==> config.mk <==
export PLATFORM = sky130hd
export DESIGN_NAME = hex_digits_counter
export DESIGN_NICKNAME = d
export VERILOG_FILES = /design/src/rtl/hex_pkg.sv /design/src/rtl/hex_decoder.sv /design/src/rtl/key_debounce.sv /design/src/rtl/hex_digits_counter.sv
export SDC_FILE = /design/constraint.sdc
export NUM_CORES = 1
export LEC_CHECK = 0
export ABC_AREA = 0
export CELL_PAD_IN_SITES_DETAIL_PLACEMENT = 0
export CELL_PAD_IN_SITES_GLOBAL_PLACEMENT = 1
export CORE_ASPECT_RATIO = 0.7
export CORE_MARGIN = 1.5
export CORE_UTILIZATION = 45
export DETAILED_ROUTE_END_ITERATION = 10
export PLACE_DENSITY = 0.83
export RECOVER_POWER = 50
export SYNTH_ARGS = -nofsm -noshare
export SYNTH_HDL_FRONTEND = slang
export SYNTH_SLANG_ARGS = --single-unit
==> constraint.sdc <==
create_clock -name clk -period 7.7 [get_ports clk]
set_clock_uncertainty 0.05 [all_clocks]
set_input_delay 1.155 -clock clk [delete_from_list [all_inputs] [get_ports clk]]
set_output_delay 1.155 -clock clk [all_outputs]
set_load 0.01 [all_outputs]
==> src/rtl/hex_pkg.sv <==
// Shared definitions for the multi-digit hex entry counter: segment font,
// blanking pattern and press-operation encodings.
package hex_pkg;

    localparam logic [6:0] SEG_BLANK = 7'h7f;

    typedef enum logic [1:0] {
        MODE_SHIFT = 2'b00,
        MODE_ADD   = 2'b01,
        MODE_SUB   = 2'b10,
        MODE_CLEAR = 2'b11
    } mode_e;

    // Active-low font, entry 0 at the least significant slice (bit6=g .. bit0=a).
    localparam logic [15:0][6:0] FONT = {
        7'h0e, 7'h06, 7'h21, 7'h46, 7'h03, 7'h08, 7'h10, 7'h00,
        7'h78, 7'h02, 7'h12, 7'h19, 7'h30, 7'h24, 7'h79, 7'h40
    };

    function automatic logic [6:0] seg_of(input logic [3:0] nibble);
        return FONT[nibble];
    endfunction

endpackage

==> src/rtl/hex_decoder.sv <==
// Single-digit hex to active-low 7-segment decoder.
module hex_decoder
    import hex_pkg::*;
(
    input  logic [3:0] digit,
    output logic [6:0] seg
);

    assign seg = seg_of(digit);

endmodule

==> src/rtl/key_debounce.sv <==
// Two-flop synchroniser, stability counter and falling-edge press pulse for
// an active-low push button.
module key_debounce #(
    parameter int DEB_CYCLES = 50000
) (
    input  logic clk,
    input  logic reset,
    input  logic key_n,
    output logic press
);

    localparam int DEB_W = $clog2(DEB_CYCLES + 1);
    localparam logic [DEB_W-1:0] DEB_LAST = DEB_W'(DEB_CYCLES - 1);
    localparam logic [DEB_W-1:0] DEB_ONE  = DEB_W'(1);

    logic             sync1_r;
    logic             key_s_r;
    logic             key_stable_r;
    logic [DEB_W-1:0] deb_cnt_r;
    logic             press_r;

    // Synchronise, debounce and flag accepted 1->0 transitions of the stable level.
    always_ff @(posedge clk) begin
        if (reset) begin
            sync1_r      <= 1'b1;
            key_s_r      <= 1'b1;
            key_stable_r <= 1'b1;
            deb_cnt_r    <= '0;
            press_r      <= 1'b0;
        end else begin
            sync1_r <= key_n;
            key_s_r <= sync1_r;
            press_r <= 1'b0;
            if (key_s_r == key_stable_r) begin
                deb_cnt_r <= '0;
            end else if (deb_cnt_r == DEB_LAST) begin
                key_stable_r <= key_s_r;
                deb_cnt_r    <= '0;
                press_r      <= ~key_s_r;
            end else begin
                deb_cnt_r <= deb_cnt_r + DEB_ONE;
            end
        end
    end

    assign press = press_r;

endmodule

==> src/rtl/hex_digits_counter.sv <==
// N-digit hex entry/counter driven by a debounced key, with registered
// active-low 7-segment outputs that stay blank until the first press.
module hex_digits_counter
    import hex_pkg::*;
#(
    parameter int N_DIGITS   = 4,
    parameter int DEB_CYCLES = 50000
) (
    input  logic                  clk,
    input  logic                  reset,
    input  logic                  key_n,
    input  logic [1:0]            mode,
    input  logic [3:0]            switches,
    output logic [4*N_DIGITS-1:0] value,
    output logic                  press,
    output logic [7*N_DIGITS-1:0] hex
);

    localparam int W = 4 * N_DIGITS;

    logic                  press_s;
    logic [W-1:0]          value_r;
    logic                  blank_r;
    logic [7*N_DIGITS-1:0] hex_r;
    logic [7*N_DIGITS-1:0] seg_s;
    logic [W+3:0]          shifted_s;
    logic [W-1:0]          operand_s;

    key_debounce #(.DEB_CYCLES(DEB_CYCLES)) u_debounce (
        .clk   (clk),
        .reset (reset),
        .key_n (key_n),
        .press (press_s)
    );

    assign shifted_s = {value_r, switches};
    assign operand_s = W'(switches);

    // Apply the selected operation on each accepted press; reset takes priority.
    always_ff @(posedge clk) begin
        if (reset) begin
            value_r <= '0;
            blank_r <= 1'b1;
        end else if (press_s) begin
            blank_r <= 1'b0;
            case (mode_e'(mode))
                MODE_SHIFT: value_r <= shifted_s[W-1:0];
                MODE_ADD:   value_r <= value_r + operand_s;
                MODE_SUB:   value_r <= value_r - operand_s;
                MODE_CLEAR: value_r <= '0;
                default:    value_r <= value_r;
            endcase
        end else begin
            value_r <= value_r;
            blank_r <= blank_r;
        end
    end

    for (genvar i = 0; i < N_DIGITS; i++) begin : g_digit
        hex_decoder u_dec (
            .digit (value_r[4*i+3:4*i]),
            .seg   (seg_s[7*i+6:7*i])
        );
    end

    // Display register follows value one edge later, blanked until first press.
    always_ff @(posedge clk) begin
        if (reset) begin
            hex_r <= {N_DIGITS{SEG_BLANK}};
        end else if (blank_r) begin
            hex_r <= {N_DIGITS{SEG_BLANK}};
        end else begin
            hex_r <= seg_s;
        end
    end

    assign value = value_r;
    assign press = press_s;
    assign hex   = hex_r;

endmodule

Word level (Yosys, flattened, before mapping):

Memories as Yosys holds them, arrays and structs flattened. A register that Yosys moved wholly into a read port is not among the register bits.
Cells that the tools add are included.

* input port bits: 9
* bits in read-only memories: 448
* output and inout bits: 45
* logic and storage cells: 28
* register bits after elaboration: 37
* memories kept: 4

Memory list
* (name not given): depth 16, bits a word 7, rd ports 1, clocked after memory_dff 1, wr ports 0, line hex_pkg.sv:21 `return FONT[nibble];`
* (name not given): depth 16, bits a word 7, rd ports 1, clocked after memory_dff 1, wr ports 0, line hex_pkg.sv:21
* (name not given): depth 16, bits a word 7, rd ports 1, clocked after memory_dff 1, wr ports 0, line hex_pkg.sv:21
* (name not given): depth 16, bits a word 7, rd ports 1, clocked after memory_dff 1, wr ports 0, line hex_pkg.sv:21

* add/sub/neg operators: 3
* equality and inequality tests: 5
* reductions and logical operators: 5
* muxes and demuxes: 1
* bitwise logic cells: 3

Operator list (number)
* $pmux W16 S4: 1
* $add A16 B1 Y16 const B: 1
* $add A16 B4 Y16: 1
* $eq A16 B16 Y1 const B: 1
* $sub A16 B4 Y16: 1
* $reduce_or A3 Y1: 2
* $eq A2 B2 Y1 const B: 2
* $not A1 Y1: 3
* $eq A2 B1 Y1 const B: 1
* $logic_not A2 Y1: 1
* $reduce_and A2 Y1: 1
* $reduce_or A2 Y1: 1
* $eq A1 B1 Y1: 1

Longest topological paths before layout:

* word-level depth: 3
* gate-level depth with buffers: 11
* gate-level depth less buffers: 11

Hierarchy:

A second synthesis with hierarchy kept.

* cell total of the unflattened synthesis: 510
* area, all modules: 4539.4 um2

Modules (own cells, without submodules)
* hex_digits_counter: area each 2549.9 um2, cells each 284, times used 1
* hex_decoder: area each 275.3 um2, cells each 32, times used 4
* key_debounce: area each 888.4 um2, cells each 98, times used 1

Least setup slack after synthesis:

OpenSTA, ideal clock, no wires.

* path type: in2reg
* from: input port mode[0]
* to: register value_r[9], in the netlist value[9]
* slack: 4.181 ns
* stages on the path: 11
* required time: 7.562 ns
* path buffers: 0
* data arrival time: 3.381 ns
* path through: inv_1 > ha_1 > mux2_2 > inv_1 > ha_1 > nand2b_1 > a21oi_2 > o311a_1 > or4_1 > a31o_1 > a311oi_2

* longest elaborated chain between the ends: 2
* elaborated cells between the ends (all ways): 5
* those cells by class: eq/ne (3); mux (1); reduce/logical (1)

Ends and longest elaborated chain
* start, declared: line hex_digits_counter.sv:12 `input logic [1:0] mode,`
* $eq A2 B2 Y1 (tied with other cells): line hex_digits_counter.sv:46 `case (mode_e'(mode))`
* $pmux W16 S4 *: line hex_digits_counter.sv:46
* end signal, assigned: line hex_digits_counter.sv:47 `MODE_SHIFT: value_r <= shifted_s[W-1:0];`
* end signal, assigned: line hex_digits_counter.sv:48 `MODE_ADD: value_r <= value_r + operand_s;`
* end signal, assigned: line hex_digits_counter.sv:49 `MODE_SUB: value_r <= value_r - operand_s;`
* end, declared: line hex_digits_counter.sv:22 `logic [W-1:0] value_r;`

Every way passes the cells marked *; elsewhere a longest branch is shown, timed or not.
A chain may end at the register's enable or synchronous reset.

Final worst setup path:

* from: input port switches[2]
* to: register value_r[9], in the netlist value[9]

* longest elaborated chain between the ends: 2
* elaborated cells between the ends (all ways): 3
* those cells by class: add/sub (2); mux (1)

Ends and longest elaborated chain
* start, declared: line hex_digits_counter.sv:13 `input logic [3:0] switches,`
* $sub A16 B4 Y16 or $add A16 B4 Y16 (tied branches): line hex_digits_counter.sv:49, hex_digits_counter.sv:48
* $pmux W16 S4 *: line hex_digits_counter.sv:46

Marked as above.

==> results summary <==
The CTS buffer count came out at 9. The tool flagged a number of max-cap violations equal to 0. The run finished with clean final reports.

The clock transition at the register clock pins on the worst setup and hold paths after CTS is 0.05 ns. The average wire per standard cell came out at 15.12 um. The critical path is of the in -> reg type. The worst setup path is launched from an input port. The number of fillers in the final layout is 787. The detailed-route DRC error count came out at 0. The worst relative slew slack came out at 20.85%. Derived from the worst setup path, the maximum achievable clock frequency is 261.0 MHz.

The count of mapped cells out of synthesis is 478. The vertical die dimension came out at 82.83 um. The synthesis-to-finish area growth is 21.93%. The root buffer cell is sky130_fd_sc_hd__clkbuf_16. Post-CTS repair changed the size of 0 cells. The post-layout minimum cycle time came out at 3.831 ns.

The layout cell share with drive strength beyond 1 is 5.143%. The total number of nets in the final design is 576. The number of max-slew violations in the final report came out at 0. The signal arrival time at the worst endpoint is 4.01 ns.

Summed over all nets, the half-perimeter wirelength after detailed placement is 7229 um. The part of the cycle the worst path needs came out at 49.75%. Sequential elements use 31.77% of the synthesized area. Once detail routing completed, the nets flagged for antenna violations numbered 0.

The total overflow reported by the global router came out at 0. The ratio of total power to cell area is 157.2 mW/mm2. The antenna cell count is 0. The number of rows created at floorplan is 28. After routing the design area is 0.004995 mm2. The number of library cell types mapped by synthesis is 57. No sink is reached through more buffers than the 2 on the longest clock path. In this run the standard cell core region covers 0.008653 mm2. Across the VDD grid, the largest voltage drop is 120.6 uV.

Wires add up to 9751 um. The critical path endpoint category is a register. The netlist area before placement came out at 0.004096 mm2. The tightest min-delay check is of the reg -> reg type. Setup total negative slack on the finished layout was measured at 0 ns.

The slew at the pin with the worst max-slew slack is 1.187 ns. The register bit count reported by yosys is 65. The worst-path maximum fanout is 4.

The clock latency on the worst-skew pair came out at 0.32 ns. The post-cts hold buffer count is 0. The initial antenna violation count is 0. The placed instances occupy a cell area of 0.004701 mm2. The worst path setup slack after routing is 3.869 ns.

The count of endpoints failing hold in the final timing report came out at 0. In this run the horizontal extent of the chip is 117.0 um. The number of global-route vias before repair was 3,199. The async set-reset flop share out of synthesis is 0%. The detailed-route vias per instance is 5.378.

The post-synthesis area per instance is 8.570 um2. The slack of the worst reg-to-reg path is 5.01 ns. The via total after detailed routing came out at 3,469. The number of clock sinks is 65. The standby leakage power is 1.790 nW.

The global-route usage over all layers came out at 20.77%. The initial core utilization came out at 47.34%. For the worst setup path, the data required time is 7.88 ns. The final estimated routing congestion in global placement came out at 0.8905.

The number of detailed-route iterations in the first pass is 5. TritonCTS built the clock tree. The number of H-tree levels came out at 3. The global-route wire length before repair came out at 16,180 um. The net count of the mapped netlist is 534. Setup repair after global routing left no endpoint under its margin.

For this design the top-level I/O count stands at 54. The number of buffers inserted by post-CTS setup repair came out at 0. The pin count of the biggest net entering global routing came out at 29.

The worst slack after detailed placement is 3.557 ns. The number of violations reported at the end of detailed-routing iteration 0 is 193. The die outline area is 0.009693 mm2.

In this run, synthesis inferred 0 flip-flops with an integrated enable. In the synthesized netlist the dominant register cell turns out to be sky130_fd_sc_hd__dfxtp_1. The port buffer count came out at 53. Setup violations remaining at the end of the flow were counted as 0. The synthesis warning total is 0.
==> cell usage in the layout (no fill, tap or decap), types with 3 or more instances in the layout <==
master	netlist	layout
sky130_fd_sc_hd__dlygate4sd3_1	0	29
sky130_fd_sc_hd__o21ai_0	21	21
sky130_fd_sc_hd__o211ai_1	19	19
sky130_fd_sc_hd__o311ai_0	7	7
sky130_fd_sc_hd__clkdlybuf4s50_1	0	24
sky130_fd_sc_hd__a21boi_0	5	5
sky130_fd_sc_hd__mux4_2	3	3
sky130_fd_sc_hd__nand4_1	4	4
sky130_fd_sc_hd__o21a_1	3	3
sky130_fd_sc_hd__nor2_1	46	46
sky130_fd_sc_hd__nor3_1	8	8
sky130_fd_sc_hd__and3_1	10	10
sky130_fd_sc_hd__or3_1	6	6
sky130_fd_sc_hd__nand3_1	16	16
sky130_fd_sc_hd__nand2b_1	10	10
sky130_fd_sc_hd__xor2_1	10	10
sky130_fd_sc_hd__xnor2_1	11	11
sky130_fd_sc_hd__a211oi_1	8	8
sky130_fd_sc_hd__a21oi_1	16	16
sky130_fd_sc_hd__or2_2	3	3
sky130_fd_sc_hd__inv_1	29	29
sky130_fd_sc_hd__nand2_1	36	36
sky130_fd_sc_hd__dfxtp_1	65	65
sky130_fd_sc_hd__ha_1	46	46
sky130_fd_sc_hd__mux2i_1	12	12
sky130_fd_sc_hd__nor2b_1	7	7
sky130_fd_sc_hd__clkbuf_16	0	9
sky130_fd_sc_hd__a221oi_1	4	4
sky130_fd_sc_hd__a21o_1	11	11
==> flip-flops by register name, indices dropped and copies added (netlist names) <==
register	count
blank_r	1
u_debounce.sync1_r	1
u_debounce.deb_cnt_r	16
u_debounce.press	1
u_debounce.key_s_r	1
hex	28
value	16
u_debounce.key_stable_r	1
==> Yosys cell counts, types with 4 or more instances <==
cell | count | area share, %
sky130_fd_sc_hd__a21o_1 | 11 | 2.0
sky130_fd_sc_hd__nand2b_1 | 10 | 1.5
sky130_fd_sc_hd__mux2i_1 | 12 | 2.9
sky130_fd_sc_hd__nor3_1 | 8 | 0.98
sky130_fd_sc_hd__nor2b_1 | 7 | 1.1
sky130_fd_sc_hd__and3_1 | 10 | 1.5
sky130_fd_sc_hd__dfxtp_1 | 65 | 32
sky130_fd_sc_hd__a21oi_1 | 16 | 2.0
sky130_fd_sc_hd__a221oi_1 | 4 | 0.86
sky130_fd_sc_hd__or3_1 | 6 | 0.92
sky130_fd_sc_hd__a21boi_0 | 5 | 0.92
sky130_fd_sc_hd__ha_1 | 46 | 14
sky130_fd_sc_hd__o311ai_0 | 7 | 1.5
sky130_fd_sc_hd__nand4_1 | 4 | 0.61
sky130_fd_sc_hd__clkbuf_1 | 23 | 2.1
sky130_fd_sc_hd__nor2_1 | 46 | 4.2
sky130_fd_sc_hd__o21ai_0 | 21 | 2.6
sky130_fd_sc_hd__a211oi_1 | 8 | 1.5
sky130_fd_sc_hd__nand2_1 | 36 | 3.3
sky130_fd_sc_hd__inv_1 | 29 | 2.7
sky130_fd_sc_hd__o211ai_1 | 19 | 3.5
sky130_fd_sc_hd__xnor2_1 | 11 | 2.4
sky130_fd_sc_hd__nand3_1 | 16 | 2.0
sky130_fd_sc_hd__xor2_1 | 10 | 2.1
==> kinds of logic after synthesis <==
kind of cell	count (synthesis)	synth area share, %
AO/OA/AOI/OAI	122	21.41
AND/OR/NAND/NOR	154	18.05
buffers and inverters	53	4.887
adder cells (fa/ha/maj)	47	14.54
multiplexers	16	4.856
flip-flops	65	31.77
XOR/XNOR	21	4.490
==> stage by stage <==
step                      cells  util (%)  hold WS [ns]  power, mW
after floorplan             478         -        0.3395     0.3801
after global placement      629     54.32        0.3473     0.3957
after detailed placement    629     54.32        0.3509     0.3947
after CTS                   645     57.76        0.3629     0.7947
after global routing        645     57.72        0.3801     0.8123
final                       645     57.72        0.3592     0.7852
==> layer usage <==
metal | global-route usage (%) | up-vias | wire (um)
met2 | 27.70 | 72 | 3932
met4 | 5.038 | 0 | 62
li1 | - | 1807 | -
met3 | 3.942 | 4 | 464
met5 | 0 | - | 0
met1 | 33.59 | 1586 | 5291
==> worst max-delay path: stages <==
cell	delay (ns)
sky130_fd_sc_hd__clkdlybuf4s50_1	0.48
sky130_fd_sc_hd__nor3_1	0.32
sky130_fd_sc_hd__ha_1	0.29
sky130_fd_sc_hd__mux2i_1	0.13
sky130_fd_sc_hd__ha_1	0.30
sky130_fd_sc_hd__o211ai_2	0.10
sky130_fd_sc_hd__a21oi_2	0.07
sky130_fd_sc_hd__o311a_1	0.36
sky130_fd_sc_hd__or4_1	0.40
sky130_fd_sc_hd__a31o_1	0.19
sky130_fd_sc_hd__a311oi_2	0.21
==> area by class of cell <==
| class | instances | area (um2) | share of cell area (%) |
|---|---|---|---|
| repair buffers | 55 | 541.8 | 10.85 |
| flip-flops and latches | 65 | 1301 | 26.05 |
| well taps | 120 | 150.1 | 3.006 |
| multi-input cells | 360 | 2595 | 51.95 |
| clock buffers | 11 | 242.7 | 4.860 |
| inverters | 29 | 108.9 | 2.179 |
| clock inverters | 5 | 55.05 | 1.102 |
==> report_power, final <==
group,switching [mW],internal (mW)
clock,0.139,0.258
combinational,0.0306,0.0198
sequential,0.000361,0.337
==> path summary, 6_finish.rpt <==
path,cells after the start,end,start
worst max-delay path,11,value[9]$_SDFFE_PP0P_,switches[2]
worst min-delay path,1,u_debounce.key_s_r$_SDFF_PP1_,u_debounce.sync1_r$_SDFF_PP1_
worst max register to register,7,value[9]$_SDFFE_PP0P_,value[3]$_SDFFE_PP0P_
worst min register to register,1,u_debounce.key_s_r$_SDFF_PP1_,u_debounce.sync1_r$_SDFF_PP1_
(Power assumes the default switching activity.)
